**config.mk**
```make
export PLATFORM = sky130hd
export DESIGN_NAME = ps2_scancode_decoder_flat
export DESIGN_NICKNAME = d
export VERILOG_FILES = /design/src/rtl/ps2_scancode_decoder_if.sv /design/src/rtl/ps2_scancode_decoder.sv /design/src/flat_wrapper.sv
export SDC_FILE = /design/constraint.sdc
export NUM_CORES = 1
export LEC_CHECK = 0
export ABC_AREA = 1
export CORE_MARGIN = 2
export CORE_UTILIZATION = 56
export CTS_BUF_LIST = sky130_fd_sc_hd__clkbuf_4
export CTS_CLUSTER_SIZE = 10
export DETAILED_ROUTE_END_ITERATION = 10
export PLACE_DENSITY = 0.85
export SLEW_MARGIN = 25
export SYNTH_ARGS = -nofsm -noshare
export SYNTH_HDL_FRONTEND = slang
export SYNTH_SLANG_ARGS = --single-unit
export TNS_END_PERCENT = 1
```
**constraint.sdc**
```tcl
create_clock -name clock -period 2.4 [get_ports clock]
set_clock_uncertainty 0.2 [all_clocks]
set_input_delay 0.48 -clock clock [delete_from_list [all_inputs] [get_ports clock]]
set_output_delay 0.48 -clock clock [all_outputs]
set_load 0.005 [all_outputs]
```
**src/rtl/ps2_scancode_decoder_if.sv**
```systemverilog
// Byte-stream input and key-event output bundle for the PS/2 scan-code decoder.
interface ps2_scancode_decoder_if;
    logic       byte_valid;
    logic [7:0] byte_data;
    logic       evt_valid;
    logic       evt_ready;
    logic [7:0] evt_code;
    logic       evt_extended;
    logic       evt_release;
    logic [7:0] evt_ascii;
    logic       shift_active;
    logic       caps_lock;
    logic       overflow;

    modport master (
        output byte_valid, byte_data, evt_ready,
        input  evt_valid, evt_code, evt_extended, evt_release, evt_ascii,
        input  shift_active, caps_lock, overflow
    );

    modport slave (
        input  byte_valid, byte_data, evt_ready,
        output evt_valid, evt_code, evt_extended, evt_release, evt_ascii,
        output shift_active, caps_lock, overflow
    );
endinterface

```
**src/rtl/ps2_scancode_decoder.sv**
```systemverilog
// Strips E0/F0/E1 prefixes from set-2 scan bytes, tracks Shift/Caps Lock,
// maps main-block keys to ASCII and queues complete key events in a FIFO.
module ps2_scancode_decoder #(
    parameter int unsigned FIFO_DEPTH = 4
) (
    input  logic                   clock,
    input  logic                   reset_n,
    ps2_scancode_decoder_if.slave  bus
);
    localparam int unsigned PTR_W = $clog2(FIFO_DEPTH);
    localparam int unsigned CNT_W = PTR_W + 1;

    typedef enum logic [2:0] {IDLE, GOT_E0, GOT_F0, GOT_E0F0, SKIP_E1} state_t;

    typedef struct packed {
        logic       ext;
        logic       rel;
        logic [7:0] code;
        logic [7:0] ascii;
    } evt_t;

    state_t     state_q, state_d;
    logic [2:0] skip_q, skip_d;
    logic       push, ext_c, rel_c;

    logic       lshift_q, lshift_d, rshift_q, rshift_d;
    logic       shift_q, caps_q, caps_d;
    logic       overflow_q;

    evt_t             mem_q [FIFO_DEPTH];
    evt_t             new_evt, head_q, head_d;
    logic [PTR_W-1:0] wr_ptr_q, rd_ptr_q, rd_ptr_d;
    logic [CNT_W-1:0] count_q, count_d;
    logic             valid_q, pop, push_ok;

    // Lower-case ASCII for main-block keys; letters shift to upper case when asked
    function automatic logic [7:0] ascii_of(input logic [7:0] code, input logic upper);
        logic [7:0] a;
        logic       letter;
        a      = 8'h00;
        letter = 1'b1;
        case (code)
            8'h1C: a = 8'h61;  8'h32: a = 8'h62;  8'h21: a = 8'h63;  8'h23: a = 8'h64;
            8'h24: a = 8'h65;  8'h2B: a = 8'h66;  8'h34: a = 8'h67;  8'h33: a = 8'h68;
            8'h43: a = 8'h69;  8'h3B: a = 8'h6A;  8'h42: a = 8'h6B;  8'h4B: a = 8'h6C;
            8'h3A: a = 8'h6D;  8'h31: a = 8'h6E;  8'h44: a = 8'h6F;  8'h4D: a = 8'h70;
            8'h15: a = 8'h71;  8'h2D: a = 8'h72;  8'h1B: a = 8'h73;  8'h2C: a = 8'h74;
            8'h3C: a = 8'h75;  8'h2A: a = 8'h76;  8'h1D: a = 8'h77;  8'h22: a = 8'h78;
            8'h35: a = 8'h79;  8'h1A: a = 8'h7A;
            default: letter = 1'b0;
        endcase
        if (!letter) begin
            case (code)
                8'h45: a = 8'h30;  8'h16: a = 8'h31;  8'h1E: a = 8'h32;  8'h26: a = 8'h33;
                8'h25: a = 8'h34;  8'h2E: a = 8'h35;  8'h36: a = 8'h36;  8'h3D: a = 8'h37;
                8'h3E: a = 8'h38;  8'h46: a = 8'h39;
                8'h29: a = 8'h20;  8'h5A: a = 8'h0D;  8'h66: a = 8'h08;
                default: a = 8'h00;
            endcase
        end else if (upper) begin
            a = a - 8'h20;
        end
        return a;
    endfunction

    // Prefix FSM next-state and event generation
    always_comb begin
        state_d = state_q;
        skip_d  = skip_q;
        push    = 1'b0;
        ext_c   = 1'b0;
        rel_c   = 1'b0;
        if (bus.byte_valid) begin
            if (state_q == SKIP_E1) begin
                skip_d = skip_q - 3'd1;
                if (skip_d == 3'd0) state_d = IDLE;
            end else begin
                case (bus.byte_data)
                    8'hE1: begin
                        state_d = SKIP_E1;
                        skip_d  = 3'd7;
                    end
                    8'hE0: state_d = GOT_E0;
                    8'hF0: begin
                        if (state_q == IDLE)        state_d = GOT_F0;
                        else if (state_q == GOT_E0) state_d = GOT_E0F0;
                    end
                    8'h00, 8'hAA, 8'hFA, 8'hFE, 8'hFF: begin
                        if (state_q != IDLE) begin
                            push    = 1'b1;
                            ext_c   = (state_q == GOT_E0) || (state_q == GOT_E0F0);
                            rel_c   = (state_q == GOT_F0) || (state_q == GOT_E0F0);
                            state_d = IDLE;
                        end
                    end
                    default: begin
                        push    = 1'b1;
                        ext_c   = (state_q == GOT_E0) || (state_q == GOT_E0F0);
                        rel_c   = (state_q == GOT_F0) || (state_q == GOT_E0F0);
                        state_d = IDLE;
                    end
                endcase
            end
        end
    end

    // Modifier tracking; extended codes never touch Shift or Caps Lock
    always_comb begin
        lshift_d = lshift_q;
        rshift_d = rshift_q;
        caps_d   = caps_q;
        if (push && !ext_c) begin
            case (bus.byte_data)
                8'h12: lshift_d = !rel_c;
                8'h59: rshift_d = !rel_c;
                8'h58: if (!rel_c) caps_d = !caps_q;
                default: ;
            endcase
        end
    end

    // FIFO control; the head register forwards a push landing in an emptied queue
    always_comb begin
        new_evt.ext   = ext_c;
        new_evt.rel   = rel_c;
        new_evt.code  = bus.byte_data;
        new_evt.ascii = (ext_c || rel_c) ? 8'h00 : ascii_of(bus.byte_data, shift_q ^ caps_q);
        pop      = valid_q && bus.evt_ready;
        push_ok  = push && ((count_q != CNT_W'(FIFO_DEPTH)) || pop);
        count_d  = count_q + CNT_W'(push_ok) - CNT_W'(pop);
        rd_ptr_d = pop ? rd_ptr_q + PTR_W'(1) : rd_ptr_q;
        head_d   = (push_ok && (wr_ptr_q == rd_ptr_d)) ? new_evt : mem_q[rd_ptr_d];
    end

    always_ff @(posedge clock or negedge reset_n) begin
        if (!reset_n) begin
            state_q    <= IDLE;
            skip_q     <= 3'd0;
            lshift_q   <= 1'b0;
            rshift_q   <= 1'b0;
            shift_q    <= 1'b0;
            caps_q     <= 1'b0;
            overflow_q <= 1'b0;
            wr_ptr_q   <= '0;
            rd_ptr_q   <= '0;
            count_q    <= '0;
            valid_q    <= 1'b0;
            head_q     <= '0;
            for (int i = 0; i < int'(FIFO_DEPTH); i++) mem_q[i] <= '0;
        end else begin
            state_q  <= state_d;
            skip_q   <= skip_d;
            lshift_q <= lshift_d;
            rshift_q <= rshift_d;
            shift_q  <= lshift_d | rshift_d;
            caps_q   <= caps_d;
            if (push && !push_ok) overflow_q <= 1'b1;
            if (push_ok) begin
                mem_q[wr_ptr_q] <= new_evt;
                wr_ptr_q        <= wr_ptr_q + PTR_W'(1);
            end
            rd_ptr_q <= rd_ptr_d;
            count_q  <= count_d;
            valid_q  <= (count_d != '0);
            head_q   <= head_d;
        end
    end

    assign bus.evt_valid    = valid_q;
    assign bus.evt_code     = head_q.code;
    assign bus.evt_extended = head_q.ext;
    assign bus.evt_release  = head_q.rel;
    assign bus.evt_ascii    = head_q.ascii;
    assign bus.shift_active = shift_q;
    assign bus.caps_lock    = caps_q;
    assign bus.overflow     = overflow_q;
endmodule
```
**src/flat_wrapper.sv**
```systemverilog
// flat-port wrapper written by rule: the top's interface ports become plain ports
module ps2_scancode_decoder_flat 
#(
    parameter int unsigned FIFO_DEPTH = 4
)
  (clock, reset_n, bus_byte_valid, bus_byte_data, bus_evt_ready, bus_evt_valid, bus_evt_code, bus_evt_extended, bus_evt_release, bus_evt_ascii, bus_shift_active, bus_caps_lock, bus_overflow);
  ps2_scancode_decoder_if bus_i ();
  input  logic clock;
  input  logic reset_n;
  input wire logic [$bits(bus_i.byte_valid)-1:0] bus_byte_valid;
  input wire logic [$bits(bus_i.byte_data)-1:0] bus_byte_data;
  input wire logic [$bits(bus_i.evt_ready)-1:0] bus_evt_ready;
  output wire logic [$bits(bus_i.evt_valid)-1:0] bus_evt_valid;
  output wire logic [$bits(bus_i.evt_code)-1:0] bus_evt_code;
  output wire logic [$bits(bus_i.evt_extended)-1:0] bus_evt_extended;
  output wire logic [$bits(bus_i.evt_release)-1:0] bus_evt_release;
  output wire logic [$bits(bus_i.evt_ascii)-1:0] bus_evt_ascii;
  output wire logic [$bits(bus_i.shift_active)-1:0] bus_shift_active;
  output wire logic [$bits(bus_i.caps_lock)-1:0] bus_caps_lock;
  output wire logic [$bits(bus_i.overflow)-1:0] bus_overflow;
  assign bus_i.byte_valid = bus_byte_valid;
  assign bus_i.byte_data = bus_byte_data;
  assign bus_i.evt_ready = bus_evt_ready;
  assign bus_evt_valid = bus_i.evt_valid;
  assign bus_evt_code = bus_i.evt_code;
  assign bus_evt_extended = bus_i.evt_extended;
  assign bus_evt_release = bus_i.evt_release;
  assign bus_evt_ascii = bus_i.evt_ascii;
  assign bus_shift_active = bus_i.shift_active;
  assign bus_caps_lock = bus_i.caps_lock;
  assign bus_overflow = bus_i.overflow;
  ps2_scancode_decoder #(.FIFO_DEPTH(FIFO_DEPTH)) u_core (.clock(clock), .reset_n(reset_n), .bus(bus_i));
endmodule
```
## Yosys cells after proc, flatten, opt, wreduce, memory -nomap -nowiden

Index checks and enable logic that the tools add are counted.

- RAM bits: 0
- Register bits: 109
- Memories: 0
- Latch bits: 0
- Memory bits (read-only): 0
- Word-level logic and storage cells: 167

- Multiply operators: 0
- Shift operators: 0
- Eq/ne operators: 58
- Reductions and logical operators: 26
- Div/mod/pow operators: 0
- Multiplexer cells: 38
- $add $sub $neg: 6
- Bitwise gates (word level): 5
- $lt $le $gt $ge: 3

Operator list:

| cell | count |
|---|---|
| 8-bit by 6-bit equality test with 1-bit output, second input constant | 23 |
| 7-bit case mux with 26 select lines | 1 |
| 8-bit by 7-bit equality test with 1-bit output, second input constant | 11 |
| 6-bit case mux with 13 select lines | 1 |
| 72-bit bitwise mux | 1 |
| 18-bit 2-to-1 mux | 4 |
| 8-bit by 5-bit equality test with 1-bit output, second input constant | 8 |
| 8-bit equality test, second input constant | 7 |
| 18-bit binary-select mux with 2-bit select | 1 |
| 18-bit demux with 2-bit select | 1 |
| 26-bit OR reduction | 1 |
| 8-bit 2-to-1 mux | 3 |
| 3-bit 2-to-1 mux | 7 |
| 1-bit 2-to-1 mux | 14 |
| 3-bit case mux with 4 select lines | 1 |
| 8-bit logical NOT | 1 |
| 7-bit by 6-bit subtractor with 8-bit output, second input constant | 1 |
| 3-bit by 2-bit equality test with 1-bit output, second input constant | 2 |
| 3-bit greater-or-equal comparator, second input constant | 2 |
| 1-bit logical AND | 6 |
| 3-bit logical NOT | 2 |
| 2-bit NOT with 3-bit output | 2 |
| 1-bit case mux with 2 select lines | 3 |
| 3-bit nonzero test | 2 |
| other kinds (24) | 31 |

## Logic depth before layout (Yosys ltp)

Gate-level depths: netlist of the first run.

- Depth after elaboration: 10
- Mapped depth: 16
- Mapped depth without buffers: 15

## Worst setup path before layout of the first run

Ideal clock, no wire load.

- Path type: input port to flip-flop
- From: input bus_byte_data[4]
- To: register u_core.valid_q, in the netlist u_core.bus.evt_valid
- Library setup time: 0.131 ns
- Path slack: -0.366 ns
- Stages on the path: 12
- Data arrival time: 2.435 ns
- Data required time: 2.069 ns
- Cells stage by stage: inv_2 > nand2_1 > nor2_1 > nand2_4 > nand3_2 > inv_2 > nand4_4 > inv_1 > ha_1 > fa_1 > xor2_1 > or3_1

- Cells in the longest elaborated chain, start to end: 9
- Elaborated cells on any way between the ends: 17

Ends and longest elaborated chain:

| what | RTL line | text |
|---|---|---|
| from (decl) | flat_wrapper.sv:11 | `input wire logic [$bits(bus_i.byte_data)-1:0] bus_byte_data;` |
| 8-bit equality test / 8-bit logical NOT (equally long branches) | ps2_scancode_decoder.sv:78 | `case (bus.byte_data)` |
| 5-bit OR reduction / 3-bit OR reduction (equally long branches) | -- |  |
| 1-bit case mux with 2 select lines * | ps2_scancode_decoder.sv:78 |  |
| 1-bit 2-to-1 mux * | ps2_scancode_decoder.sv:74 | `if (state_q == SKIP_E1) begin` |
| 1-bit 2-to-1 mux * | ps2_scancode_decoder.sv:73 | `if (bus.byte_valid) begin` |
| 1-bit logical AND * | ps2_scancode_decoder.sv:129 | `push_ok = push && ((count_q != CNT_W'(FIFO_DEPTH)) \|\| pop);` |
| via u_core.push_ok | ps2_scancode_decoder.sv:34 | `logic valid_q, pop, push_ok;` |
| 3-bit by 1-bit adder with 3-bit output * | ps2_scancode_decoder.sv:130 | `count_d = count_q + CNT_W'(push_ok) - CNT_W'(pop);` |
| 3-bit by 1-bit subtractor with 3-bit output * | ps2_scancode_decoder.sv:130 |  |
| via u_core.count_d[2] | ps2_scancode_decoder.sv:33 | `logic [CNT_W-1:0] count_q, count_d;` |
| 3-bit nonzero test * | ps2_scancode_decoder.sv:164 | `valid_q <= (count_d != '0);` |
| to (signal assigned) | ps2_scancode_decoder.sv:164 |  |
| to (decl) | ps2_scancode_decoder.sv:34 |  |

The timed path passes the listed nets; every way through them passes the cells marked *.
A chain may end at the register's enable or synchronous reset.

## Worst setup path after layout of the first run

- From: register u_core.valid_q, in the netlist u_core.bus.evt_valid
- To: register u_core.valid_q, in the netlist u_core.bus.evt_valid

- Cells in the longest elaborated chain, start to end: 6

Ends and longest elaborated chain:

| what | RTL line | text |
|---|---|---|
| 1-bit logical AND * | ps2_scancode_decoder.sv:128 | `pop = valid_q && bus.evt_ready;` |
| 1-bit logical OR | ps2_scancode_decoder.sv:129 |  |
| 1-bit logical AND | ps2_scancode_decoder.sv:129 |  |
| 3-bit by 1-bit adder with 3-bit output | ps2_scancode_decoder.sv:130 |  |
| 3-bit by 1-bit subtractor with 3-bit output * | ps2_scancode_decoder.sv:130 |  |
| via u_core.count_d[2] | ps2_scancode_decoder.sv:33 |  |
| 3-bit nonzero test * | ps2_scancode_decoder.sv:164 |  |

Marks and branches as above.

==> impl_metrics.toml, run 1 <==
[critical_path]
required_ps = 2590
start_kind = "flip-flop"
worst_setup_path_end_kind = "flip-flop"
arrival_ps = 2570
critPathKind = "flip-flop to flip-flop"
path_max_fanout = 2

[floorplanning]
die_x_um = 107
initial_core_util_pct = 57.7
die_h_um = 107
rows = 37
dieArea_sq_um = 11500
core_area_sq_um = 10400
boundaryPins = 34

[route]
wl_per_cell_um = 16.1
ant_nets = 0
drc = 0
dr.pass1.iters = 6
num_vias = 6057
drt_iter0_drc = 519
viasPerCell = 5.64
wl_um = 17300

[cts]
clock_insertion_delay_worst_skew_ps = 510
htreeDepth = 3
clk_pin_slew_ps = 200
clk_path_buf_depth = 2
numCtsBuffers = 9
clock-root-buffer = "clkbuf_4"
cts_tree = "done"
cts.sinks = 109

[logic_synthesis]
synth_area_leaders = "dfrtp_1 46%, nand2_1 16%, nor2_1 6.6%, o21ai_1 4.8%, nand4_1 3.6%"
syn_inst = 781
yosysUniqueCellTypes = 34
synthArstFlopShare_pct = 100
synth_top_cell_area_share_pct = 45.6
syn_nets = 804
synth_flop_cell = "dfrtp_1"
avgSynthCellArea_sq_um = 7.66
synth_edf_count = 0
ys_seq_elements = 109
seq_area_frac_synth_pct = 45.6
netlist_area_sq_um = 5990
yosysTopAreaCell = "dfrtp_1"
yosysWarningCount = 0

[global_route]
antenna_found_initial = 0
grt_use_total_pct = 31.2
grt_pass1_wl_um = 28100
overflow = 0
grt_max_degree = 47
first_global_vias = 5858

[final_layout]
drive_gt1_share_pct = 24.7
area_delta_synth_final_pct = 29.4
layout_commonest_cell = "nand2_1"
nNetsFinal = 955
mostFrequentLayoutCells = "244 x nand2_1, 120 x buf_4, 108 x dfrtp_1"
post-route-cell-area_sq_um = 7740

[place]
post-place-ws_ps = -783
dp_hpwl_um = 12600
gp_congestion = 0.869
port_buffers = 33
placed_area_sq_um = 7370

[sta]
setup_tns_ps = 0
max_slew_margin_pct = 61.2
setup_violations = 0
drv_slew = 0
setup_ws_ps = 19.0
period_share_pct = 99.2
hold_violations = 0
worst_pin_slew_ps = 583
timing.fmax_ghz = 0.420
min_period_ps = 2380

[power]
power_density_nw_per_um2 = 968
power.leakage_nw = 3.99
max-vdd-ir-drop_uv = 592
finalPower_mw = 7.49

[status]
status = "finished, final reports clean"

[job]
max_cap_viol_count = 0

[worst_hold_path]
hp-class = "primary input to flip-flop"
-- Yosys cell counts, types with 3 or more instances --
library cell	number
nand2_1	253
dfrtp_1	109
nor2_1	106
o21ai_1	57
o21ai_0	40
nand4_1	34
inv_1	33
nand3_1	22
o22ai_1	20
buf_6	15
inv_2	12
ha_1	10
clkbuf_1	9
o21ai_2	7
a21oi_1	6
xor2_1	6
nor2_2	5
nor2_4	5
nor3_1	5
buf_2	4
nand2_2	3
nand2_4	3
-- worst paths after layout --
path,cells past startpoint,slack (ps),endpoint,start
setup / recovery,9,20,u_core.bus.evt_valid,u_core.bus.evt_valid
hold / removal,4,190,u_core.bus.evt_code[5],bus_byte_data[5]
setup reg to reg,9,20,u_core.bus.evt_valid,u_core.bus.evt_valid
hold reg to reg,1,280,u_core.bus.overflow,u_core.bus.overflow
max in group asynchronous,3,1070,u_core.state_q[0],reset_n
min in group asynchronous,2,280,u_core.mem_q[13],reset_n
-- cell type report --
class | count | area (sq um)
Fill cell | 758 | 2630
Tap cell | 136 | 170
Multi-Input combinational cell | 595 | 2990
Timing Repair Buffer | 170 | 1510
Sequential cell | 109 | 2730
Clock buffer | 9 | 67.6
Inverter | 47 | 195
Antenna cell | 1 | 2.50
Clock inverter | 7 | 78.8
-- critical path: stages, from the launching register on --
cell,delay [ps]
dfrtp_1,450
nand2_2,110
inv_2,50
buf_4,130
ha_1,280
inv_2,40
ha_4,150
fa_2,350
xor2_1,190
or3_1,330
-- per-layer routing --
layer | part of all wire [%] | track usage [%]
met5 | 0 | 0
met4 | 2.9 | 10.1
met3 | 7.4 | 5.75
met2 | 49 | 53.7
met1 | 41 | 39.9
-- flip-flops by register name, indices dropped and copies added, names as in the netlist, 2 cells and up --
signal,count
u_core.state_q,3
u_core.rd_ptr_q,2
u_core.skip_q,3
u_core.wr_ptr_q,2
u_core.count_q,3
u_core.bus.evt_code,8
u_core.mem_q,72
u_core.bus.evt_ascii,8
-- timing repair --
item,4_1_cts,5_1_grt
setup endpoints to repair,31,15
pin swaps,10,6
hold endpoints to repair,43,0
hold buffers,1,0
resized for setup,28,29
buffers inserted,3,10
-- power breakdown --
part | internal [mW] | switching [mW] | leakage, nW
logic | 1.59 | 2.08 | 2.50
registers | 2.52 | 0.365 | 1.41
clock network | 0.249 | 0.691 | 0.0785
total | 4.36 | 3.13 | 3.99
-- metrics by stage --
step	instances	utilization [%]	hold slack [ps]
final	1074	74.7	190
after global placement	1043	71.1	241
after CTS	1063	73.4	282
after global routing	1073	74.7	192
after detailed placement	1043	71.1	244
after floorplan	781	-	-15.6
-- cell families after synthesis --
group | count (synthesis) | share of synthesized area, %
adders and majority gates | 11 | 2.42
muxes | 1 | 0.188
DFF | 109 | 45.6
xor gates and xnor gates | 8 | 1.17
AOI/OAI and AO/OA | 134 | 12.2
buffers and inverters | 77 | 6.88
and+or+nand+nor | 441 | 31.5
Power figures use the tool's default switching activity.
==> inputs of run 2 (changes only) <==
--- a/config.mk
+++ b/config.mk
@@ -11,6 +11,7 @@
 export CTS_BUF_LIST = sky130_fd_sc_hd__clkbuf_4
 export CTS_CLUSTER_SIZE = 10
 export DETAILED_ROUTE_END_ITERATION = 10
+export GPL_TIMING_DRIVEN = 0
 export PLACE_DENSITY = 0.85
 export SLEW_MARGIN = 25
 export SYNTH_ARGS = -nofsm -noshare
==> impl_metrics.toml, run 2 (synthesis gave the netlist of run 1 again) <==
[global_route]
antenna_found_initial = 0
overflow = 0
first_global_vias = 5863
grt_max_degree = 71
grt_use_total_pct = 30.6
grt_pass1_wl_um = 27600

[final_layout]
drive_gt1_share_pct = 17.0
top_register = "u_core.mem_q"
layout_commonest_cell = "nand2_1"
post-route-cell-area_sq_um = 6940
seq_area_sq_um = 2730
largest_reg_flops = 72
mostFrequentLayoutCells = "244 x nand2_1, 108 x dfrtp_1, 94 x nor2_1"
fill_cells = 852
layout.cells.non_filler = 985
n_antenna_cell = 0
multi_input_area_sq_um = 2990
area_delta_synth_final_pct = 15.9
nNetsFinal = 868

[worst_hold_path]
hold_end = "u_core.bus.evt_code[5]"
hp-start = "bus_byte_data[5]"
hp-class = "primary input to flip-flop"
min_delay_path_depth = 3

[sta]
rsz0062_at_grt = "true"
hold_violations = 0
period_share_pct = 99.4
setup_violations = 0
worst_pin_slew_ps = 780
timing.fmax_ghz = 0.419
min_period_ps = 2390
max_slew_margin_pct = 47.8
drv_slew = 0
whs_ps = 145
setup_ws_ps = 13.3

[route]
dr.pass1.iters = 5
viasPerCell = 5.96
wl_um = 16900
wl_per_cell_um = 17.1
drc = 0
drt_iter0_drc = 797
ant_nets = 0
num_vias = 5874

[power]
power_density_nw_per_um2 = 1060
max-vdd-ir-drop_uv = 503
finalPower_mw = 7.34
power.leakage_nw = 3.51

[cts]
clock_insertion_delay_worst_skew_ps = 500
cts.sinks = 109
clk_path_buf_depth = 2
clock-root-buffer = "clkbuf_4"
clk_pin_slew_ps = 170
cts_tree = "done"
htreeDepth = 3
numCtsBuffers = 9

[critical_path]
start_kind = "flip-flop"
required_ps = 2570
startpoint = "u_core.count_q[1]"
reg2reg_depth = 10
critPathKind = "flip-flop to flip-flop"
worstReg2RegEnd = "u_core.bus.evt_valid"
rr_startpoint = "u_core.count_q[1]"
arrival_ps = 2550
ff2ff_setup_slack_ps = 10
path_max_fanout = 3
worst_setup_path_end_kind = "flip-flop"

[place]
post-place-ws_ps = -1160
placedCellCount = 951
gp_congestion = 0.933
port_buffers = 33
placed_area_sq_um = 6570
dp_hpwl_um = 12000

[status]
status = "finished, final reports clean"

[floorplanning]
boundaryPins = 34
die_x_um = 107
dieArea_sq_um = 11500
die_h_um = 107
core_area_sq_um = 10400
initial_core_util_pct = 57.7
rows = 37

[job]
max_cap_viol_count = 0
-- run 2: changes by cell type in the layout (fill, tap and decap cells not counted), sizes merged --
cell           change
clkbuf            +14
clkinv             -1
inv                -1
buf               -96
bufinv             +1
clkdlybuf4s15      -1
dlygate4sd2        -4
diode              -1
-- run 2: repair_timing --
item                                    in CTS  in global routing
pin swaps                                    2                  4
buffers inserted                            10                  8
resized for setup                           37                 45
endpoints found under the setup margin      97                 41
hold buffers                                 1                  0
hold endpoints to repair                    39                  0
-- run 2: how the worst max path moves through the flow --
stage	end	slack [ps]	cells after the start
6_report	u_core.bus.evt_valid	10	10
5_1_grt	u_core.bus.evt_ascii[6]	-90	10
4_1_cts	u_core.bus.evt_valid	-70	12
3_5_place_dp	u_core.bus.evt_valid	-1160	12
3_3_place_gp	u_core.state_q[0]	-3200	1
2_1_floorplan	u_core.bus.evt_valid	-160	11
-- run 2: layout make-up --
type / count / share of cell area, %
clock buffer: 9 / 0.973
multi-input combinational: 595 / 43.1
inverter: 47 / 2.81
timing repair buffer: 53 / 6.80
buffer: 30 / 3.59
clock inverter: 6 / 1.01
sequential: 109 / 39.3
tap: 136 / 2.45
-- run 2: per-layer routing --
metal	GRT usage [%]	share of wire (%)	wire (um)
met1	38.0	39	6640
met3	5.08	7.8	1320
met2	52.1	49	8280
met5	0	0	0
met4	14.7	3.6	607
-- run 2: worst max-delay path, stage by stage, from the launching register on --
cell and delay [ps]:
dfrtp_1 430, inv_2 90, nand2_2 60, nor3_4 270
inv_2 70, nand4_4 120, inv_2 70, ha_4 150
fa_2 320, xor2_1 170, or3_1 320
-- run 2: per-stage QoR --
stage	utilization, %	setup TNS, ps
final	66.9	0
after global routing	66.9	-318
after CTS	66.2	-113
after detailed placement	63.3	-75350
after global placement	63.1	-418460
after floorplan	-	-165
-- run 2: power by group --
part | total, mW | internal, mW | switching, mW
combinational | 3.50 | 1.41 | 2.09
sequential | 2.89 | 2.52 | 0.369
clock | 0.949 | 0.324 | 0.625
